**config.mk**
```make
export PLATFORM = sky130hd
export DESIGN_NAME = mem_ctrl
export DESIGN_NICKNAME = d
export VERILOG_FILES = /design/src/rtl/mem_ctrl.sv
export SDC_FILE = /design/constraint.sdc
export NUM_CORES = 1
export LEC_CHECK = 0
export CORE_MARGIN = 2
export CORE_UTILIZATION = 53
export CTS_CLUSTER_SIZE = 8
export DETAILED_ROUTE_END_ITERATION = 10
export PLACE_DENSITY = 0.9
export SYNTH_ARGS = -nofsm -noshare
export SYNTH_HDL_FRONTEND = slang
export SYNTH_SLANG_ARGS = --single-unit
```
**constraint.sdc**
```tcl
create_clock -name clk -period 4.15 [get_ports clk]
set_input_delay 0.6225 -clock clk [delete_from_list [all_inputs] [get_ports clk]]
set_output_delay 0.6225 -clock clk [all_outputs]
set_load 0.01 [all_outputs]
```
**src/rtl/mem_ctrl.sv**
```systemverilog
// Shared IF/MEM memory controller: arbitrates the two requesters and serialises 8/16/32-bit
// accesses onto a byte-wide synchronous RAM bus, little-endian, with load sign/zero extension.
module mem_ctrl #(
  parameter int unsigned ADDR_W = 32
) (
  input  logic              clk,
  input  logic              rst,
  input  logic              if_req,
  input  logic [31:0]       if_addr,
  output logic              if_done,
  output logic [31:0]       if_rdata,
  input  logic              mem_req,
  input  logic              mem_we_i,
  input  logic [1:0]        mem_size,
  input  logic              mem_sext,
  input  logic [31:0]       mem_addr_i,
  input  logic [31:0]       mem_wdata_i,
  output logic              mem_done,
  output logic [31:0]       mem_rdata,
  output logic [ADDR_W-1:0] ram_addr,
  output logic              ram_we,
  output logic [7:0]        ram_wdata,
  input  logic [7:0]        ram_rdata,
  output logic              busy
);

  typedef enum logic [1:0] {StIdle, StRead, StWrite, StDone} state_e;

  state_e      state_q, state_d;
  logic [2:0]  cnt_q, cnt_d;
  logic [31:0] addr_q;
  logic [1:0]  size_q;
  logic        sext_q;
  logic [31:0] wdata_q;
  logic        owner_mem_q;
  logic [31:0] asm_q, asm_d;
  logic [31:0] if_rdata_q, mem_rdata_q;

  logic        grant_mem, grant_if;
  logic [2:0]  nbytes;
  logic        rd_last;
  logic [1:0]  beat_idx;
  logic [31:0] cur_addr;
  logic [31:0] ext_data;

  // MEM always wins a simultaneous request; grants only happen from IDLE.
  assign grant_mem = (state_q == StIdle) && mem_req;
  assign grant_if  = (state_q == StIdle) && !mem_req && if_req;

  always_comb begin
    nbytes = 3'd4;
    unique case (size_q)
      2'b00:   nbytes = 3'd1;
      2'b01:   nbytes = 3'd2;
      default: nbytes = 3'd4;
    endcase
  end

  assign rd_last  = (state_q == StRead) && (cnt_q == nbytes);
  // Byte arriving this cycle belongs to the address presented one cycle earlier.
  assign beat_idx = cnt_q[1:0] - 2'd1;
  assign cur_addr = addr_q + {29'd0, cnt_q};

  // State register
  always_ff @(posedge clk or negedge rst) begin
    if (!rst) begin
      state_q <= StIdle;
      cnt_q   <= 3'd0;
    end else begin
      state_q <= state_d;
      cnt_q   <= cnt_d;
    end
  end

  // Next-state logic
  always_comb begin
    state_d = state_q;
    cnt_d   = cnt_q;
    unique case (state_q)
      StIdle: begin
        cnt_d = 3'd0;
        if (grant_mem) begin
          state_d = mem_we_i ? StWrite : StRead;
        end else if (grant_if) begin
          state_d = StRead;
        end
      end
      StRead: begin
        if (cnt_q == nbytes) begin
          state_d = StDone;
          cnt_d   = 3'd0;
        end else begin
          cnt_d = cnt_q + 3'd1;
        end
      end
      StWrite: begin
        if (cnt_q == nbytes - 3'd1) begin
          state_d = StDone;
          cnt_d   = 3'd0;
        end else begin
          cnt_d = cnt_q + 3'd1;
        end
      end
      StDone: begin
        state_d = StIdle;
        cnt_d   = 3'd0;
      end
      default: begin
        state_d = StIdle;
        cnt_d   = 3'd0;
      end
    endcase
  end

  // Output logic; RAM bus is idle-zero outside the active access states.
  always_comb begin
    busy      = (state_q != StIdle);
    if_done   = (state_q == StDone) && !owner_mem_q;
    mem_done  = (state_q == StDone) && owner_mem_q;
    ram_addr  = '0;
    ram_we    = 1'b0;
    ram_wdata = 8'h00;
    unique case (state_q)
      StRead: begin
        ram_addr = cur_addr[ADDR_W-1:0];
      end
      StWrite: begin
        ram_addr = cur_addr[ADDR_W-1:0];
        ram_we   = 1'b1;
        unique case (cnt_q[1:0])
          2'd0:    ram_wdata = wdata_q[7:0];
          2'd1:    ram_wdata = wdata_q[15:8];
          2'd2:    ram_wdata = wdata_q[23:16];
          default: ram_wdata = wdata_q[31:24];
        endcase
      end
      default: begin
        ram_addr = '0;
      end
    endcase
  end

  // Merge the incoming read byte into its lane.
  always_comb begin
    asm_d = asm_q;
    if ((state_q == StRead) && (cnt_q != 3'd0)) begin
      unique case (beat_idx)
        2'd0:    asm_d[7:0]   = ram_rdata;
        2'd1:    asm_d[15:8]  = ram_rdata;
        2'd2:    asm_d[23:16] = ram_rdata;
        default: asm_d[31:24] = ram_rdata;
      endcase
    end
  end

  always_comb begin
    ext_data = asm_d;
    unique case (size_q)
      2'b00:   ext_data = {{24{sext_q & asm_d[7]}}, asm_d[7:0]};
      2'b01:   ext_data = {{16{sext_q & asm_d[15]}}, asm_d[15:0]};
      default: ext_data = asm_d;
    endcase
  end

  // Request latches, assembly register and per-owner result registers.
  always_ff @(posedge clk or negedge rst) begin
    if (!rst) begin
      addr_q      <= 32'd0;
      size_q      <= 2'b00;
      sext_q      <= 1'b0;
      wdata_q     <= 32'd0;
      owner_mem_q <= 1'b0;
      asm_q       <= 32'd0;
      if_rdata_q  <= 32'd0;
      mem_rdata_q <= 32'd0;
    end else begin
      if (grant_mem) begin
        addr_q      <= mem_addr_i;
        size_q      <= mem_size;
        sext_q      <= mem_sext;
        wdata_q     <= mem_wdata_i;
        owner_mem_q <= 1'b1;
        asm_q       <= 32'd0;
      end else if (grant_if) begin
        addr_q      <= if_addr;
        size_q      <= 2'b10;
        sext_q      <= 1'b0;
        wdata_q     <= 32'd0;
        owner_mem_q <= 1'b0;
        asm_q       <= 32'd0;
      end else begin
        asm_q <= asm_d;
      end
      if (rd_last) begin
        if (owner_mem_q) begin
          mem_rdata_q <= ext_data;
        end else begin
          if_rdata_q <= ext_data;
        end
      end
    end
  end

  assign if_rdata  = if_rdata_q;
  assign mem_rdata = mem_rdata_q;

endmodule

```
==> results.py <==
metrics = {
    "cts": {
        "clk_path_buf_depth": 2,
        "htree_num_levels": 4,
        "cts_repair_resize_count": 0,
        "cts_post_setup_buffers_inserted": 0,
        "hold_buffers": 0,
        "tritoncts_clock_tree": "yes",
        "clock_sink_count": 169,
        "cts-root-buf": "clkbuf_16",
        "numCtsBuffers": 17,
        "worst_skew_pair.late_latency_ns": 0.43,
        "cts.reportedPaths.clkPinSlew_ns": 0.07,
    },
    "critical_path": {
        "crit_arrival_ns": 3.39,
        "path_class": "register to primary output",
        "crit_required_ns": 3.53,
        "element_type_at_the_critical_path_end": "primary output",
        "cp_max_fo": 8,
        "path_cells": "inv_1, fa_1, nand2b_1, a2111o_1, or3_1, a21oi_1, clkdlybuf4s50_1",
        "crit_family": "buffers and inverters",
        "timing.critical_path.slowest_cell_delay_ns": 0.55,
        "bufs_and_invs_on_worst_path": 2,
        "slowest_stage": "a2111o_1",
        "cp-start-kind": "register",
    },
    "synth": {
        "synthesized_cell_area_mm2": 0.00810,
        "asyncSetResetFlopFracSynth": 1.00,
        "seq_area_frac_synth": 0.522,
        "synth_cell_types": 52,
        "syn-mean-instance-area_um2": 9.63,
        "synth_nets": 970,
        "postSynthRegisterBits": 169,
        "yosys-top-cells-area": "dfrtp_1 52%, nor2_1 7.4%, a21oi_1 4.5%",
        "synth_flop_cell": "dfrtp_1",
        "synth_top_area_cell": "dfrtp_1",
        "synth_enable_flop_cells": 0,
        "netlist_instances": 841,
        "yosys.area.top_type_share": 0.522,
        "synthesis.yosys.warnings": 0,
    },
    "global_routing": {
        "grt_pass1_vias": 6948,
        "number_of_antenna_violations_at_the_first_check_in_global_routing": 0,
        "wire_length_of_the_first_global_routing_pass_um": 35500,
        "overflow": 0,
        "groute.usage.overall": 0.276,
        "grt_max_degree": 101,
    },
    "place": {
        "dpl.hpwl_um": 15100,
        "place.port_buffers": 219,
        "dpl_worst_slack_ns": 0.549,
        "dpl-instance-area_mm2": 0.0104,
        "routabilityCongestion": 0.863,
    },
    "final_layout": {
        "syn_to_final_growth_pct": 36.6,
        "final_common_cell": "clkdlybuf4s50_1",
        "insertedDiodeCount": 0,
        "post_route_cells_drive_above_1_share": 0.0667,
        "fillerInstances": 1060,
        "final_nets": 1165,
        "fin_area_mm2": 0.0111,
        "mostFrequentLayoutCells": "218 x clkdlybuf4s50_1, 168 x dfrtp_1, 158 x nor2_1",
    },
    "routing": {
        "routed_wirelength_um": 22200,
        "drt_iter0_drc": 473,
        "post-route-drc-count": 0,
        "viasPerCell": 5.70,
        "drt-pass1-iter-count": 6,
        "dr_total_vias": 7050,
        "routedWlPerCell_um": 17.9,
        "antenna_violating_nets_post_route": 0,
    },
    "floorplanning": {
        "floorplan.initialDensity": 0.537,
        "dieArea_mm2": 0.0163,
        "ios": 220,
        "chipHeight_um": 128,
        "std_cell_rows": 45,
        "chipWidth_um": 128,
        "fp.coreArea_mm2": 0.0151,
    },
    "timing": {
        "fin_hold_ws_ns": 0.198,
        "unrepaired_setup_endpoints_after_global_routing": "no",
        "timing.final.setup_violations": 0,
        "worst_slew_pin_slew_ns": 0.954,
        "min_period_ns": 4.01,
        "worst_slack_ns": 0.140,
        "fin_tns_setup_ns": 0,
        "max_freq_mhz": 249,
        "post-route-period-util": 0.966,
        "maxSlewViolCount": 0,
        "max-slew-margin-rel": 0.364,
        "finalHoldViolations": 0,
        "finalClockSkew_ns": 0.0117,
    },
    "outcome": {
        "run_status": "finished clean",
    },
    "power_and_ir_drop": {
        "worst_ir_drop_on_vdd_mv": 0.416,
        "leakage_nw": 4.57,
        "power_density_normalized_to_cell_area_mw_per_mm2": 790,
    },
    "hold_path": {
        "class_of_the_most_critical_hold_timing_path": "primary input to async pin",
    },
    "job": {
        "timing.max_cap.violations": 0,
    },
}
cells in the mapped netlist (all sizes together), types with 2 or more instances:
master and n:
a21oi 75, a222oi 8, a22o 34, a31oi 32, and2 20, and3 7, and4 4, buf 14
clkbuf 38, dfrtp 169, ha 16, inv 11, mux2i 33, nand2 92, nand2b 4, nand3 12
nand4 10, nor2 160, nor2b 3, nor3 4, nor4 2, o21a 8, o21ai 18, o21ba 16
o22ai 2, or3 5, xnor2 11, xor2 18
power breakdown:
group / internal (W) / switching [W] / leakage, nW
Combinational: 0.00206 / 0.00207 / 2.28
Clock: 0.00102 / 0.000678 / 0.307
Sequential: 0.00237 / 0.000548 / 1.99
Total: 0.00545 / 0.00329 / 4.57
worst reg2reg max path, stage by stage (launching register included):
cell and delay, ns:
dfrtp_1 0.47, inv_1 0.22, ha_1 0.52, nand2b_1 0.26, and2_1 0.41, a21oi_1 0.65
o21a_1 0.28, a21oi_1 0.08
per-stage QoR:
| stage | util | total power (W) | cells |
|---|---|---|---|
| 6_report | 0.733 | 0.00874 | 1237 |
| 5_1_grt | 0.733 | 0.00931 | 1237 |
| 4_1_cts | 0.733 | 0.00876 | 1237 |
| 3_5_place_dp | 0.691 | 0.00701 | 1205 |
| 3_3_place_gp | 0.691 | 0.00688 | 1205 |
| 2_1_floorplan | - | 0.00509 | 841 |
logic make-up (layout without fill, tap and decap cells):
| family | Yosys count | count (layout) | share of synthesized area |
|---|---|---|---|
| AND/OR/NAND/NOR | 328 | 328 | 0.181 |
| AO/OA/AOI/OAI | 201 | 201 | 0.167 |
| flip-flops | 169 | 169 | 0.522 |
| buffers and inverters | 64 | 272 | 0.0310 |
| multiplexers | 33 | 33 | 0.0408 |
| XOR/XNOR | 29 | 29 | 0.0313 |
| adder cells (fa/ha/maj) | 17 | 17 | 0.0272 |
layout make-up:
| type | instances | area (um^2) | share of cell area |
|---|---|---|---|
| clock buffers | 17 | 425 | 0.0384 |
| clock inverters | 15 | 209 | 0.0189 |
| inverters | 12 | 45.0 | 0.00407 |
| multi-input cells | 608 | 3650 | 0.330 |
| flip-flops and latches | 169 | 4230 | 0.382 |
| well taps | 188 | 235 | 0.0213 |
| repair buffers | 228 | 2270 | 0.205 |
routing by layer:
layer  wire (um)  GRT usage  share of wire
met1        8930      0.352           0.40
met2       11000      0.462           0.50
met3        1770     0.0662          0.080
met4         481     0.0950          0.022
met5           0          0              0
flip-flops by register name (all words and copies together) (netlist names):
signal / count
state_q: 2
wdata_q: 32
size_q: 2
cnt_q: 3
if_rdata: 32
owner_mem_q: 1
mem_rdata: 32
sext_q: 1
addr_q: 32
asm_q: 32
path summary, 6_finish.rpt:
check                                start            end  slack [ns]  cells past startpoint
worst max-delay path              cnt_q[1]   ram_addr[16]        0.14                      7
worst min-delay path                   rst   if_rdata[27]        0.20                      1
worst max register to register    cnt_q[1]  mem_rdata[15]        1.14                      7
worst min register to register  wdata_q[4]     wdata_q[4]        0.51                      1
max in group asynchronous              rst     state_q[0]        2.99                      2
min in group clk                wdata_q[4]     wdata_q[4]        0.51                      1
Note: power is estimated with default switching activity, not from simulation.
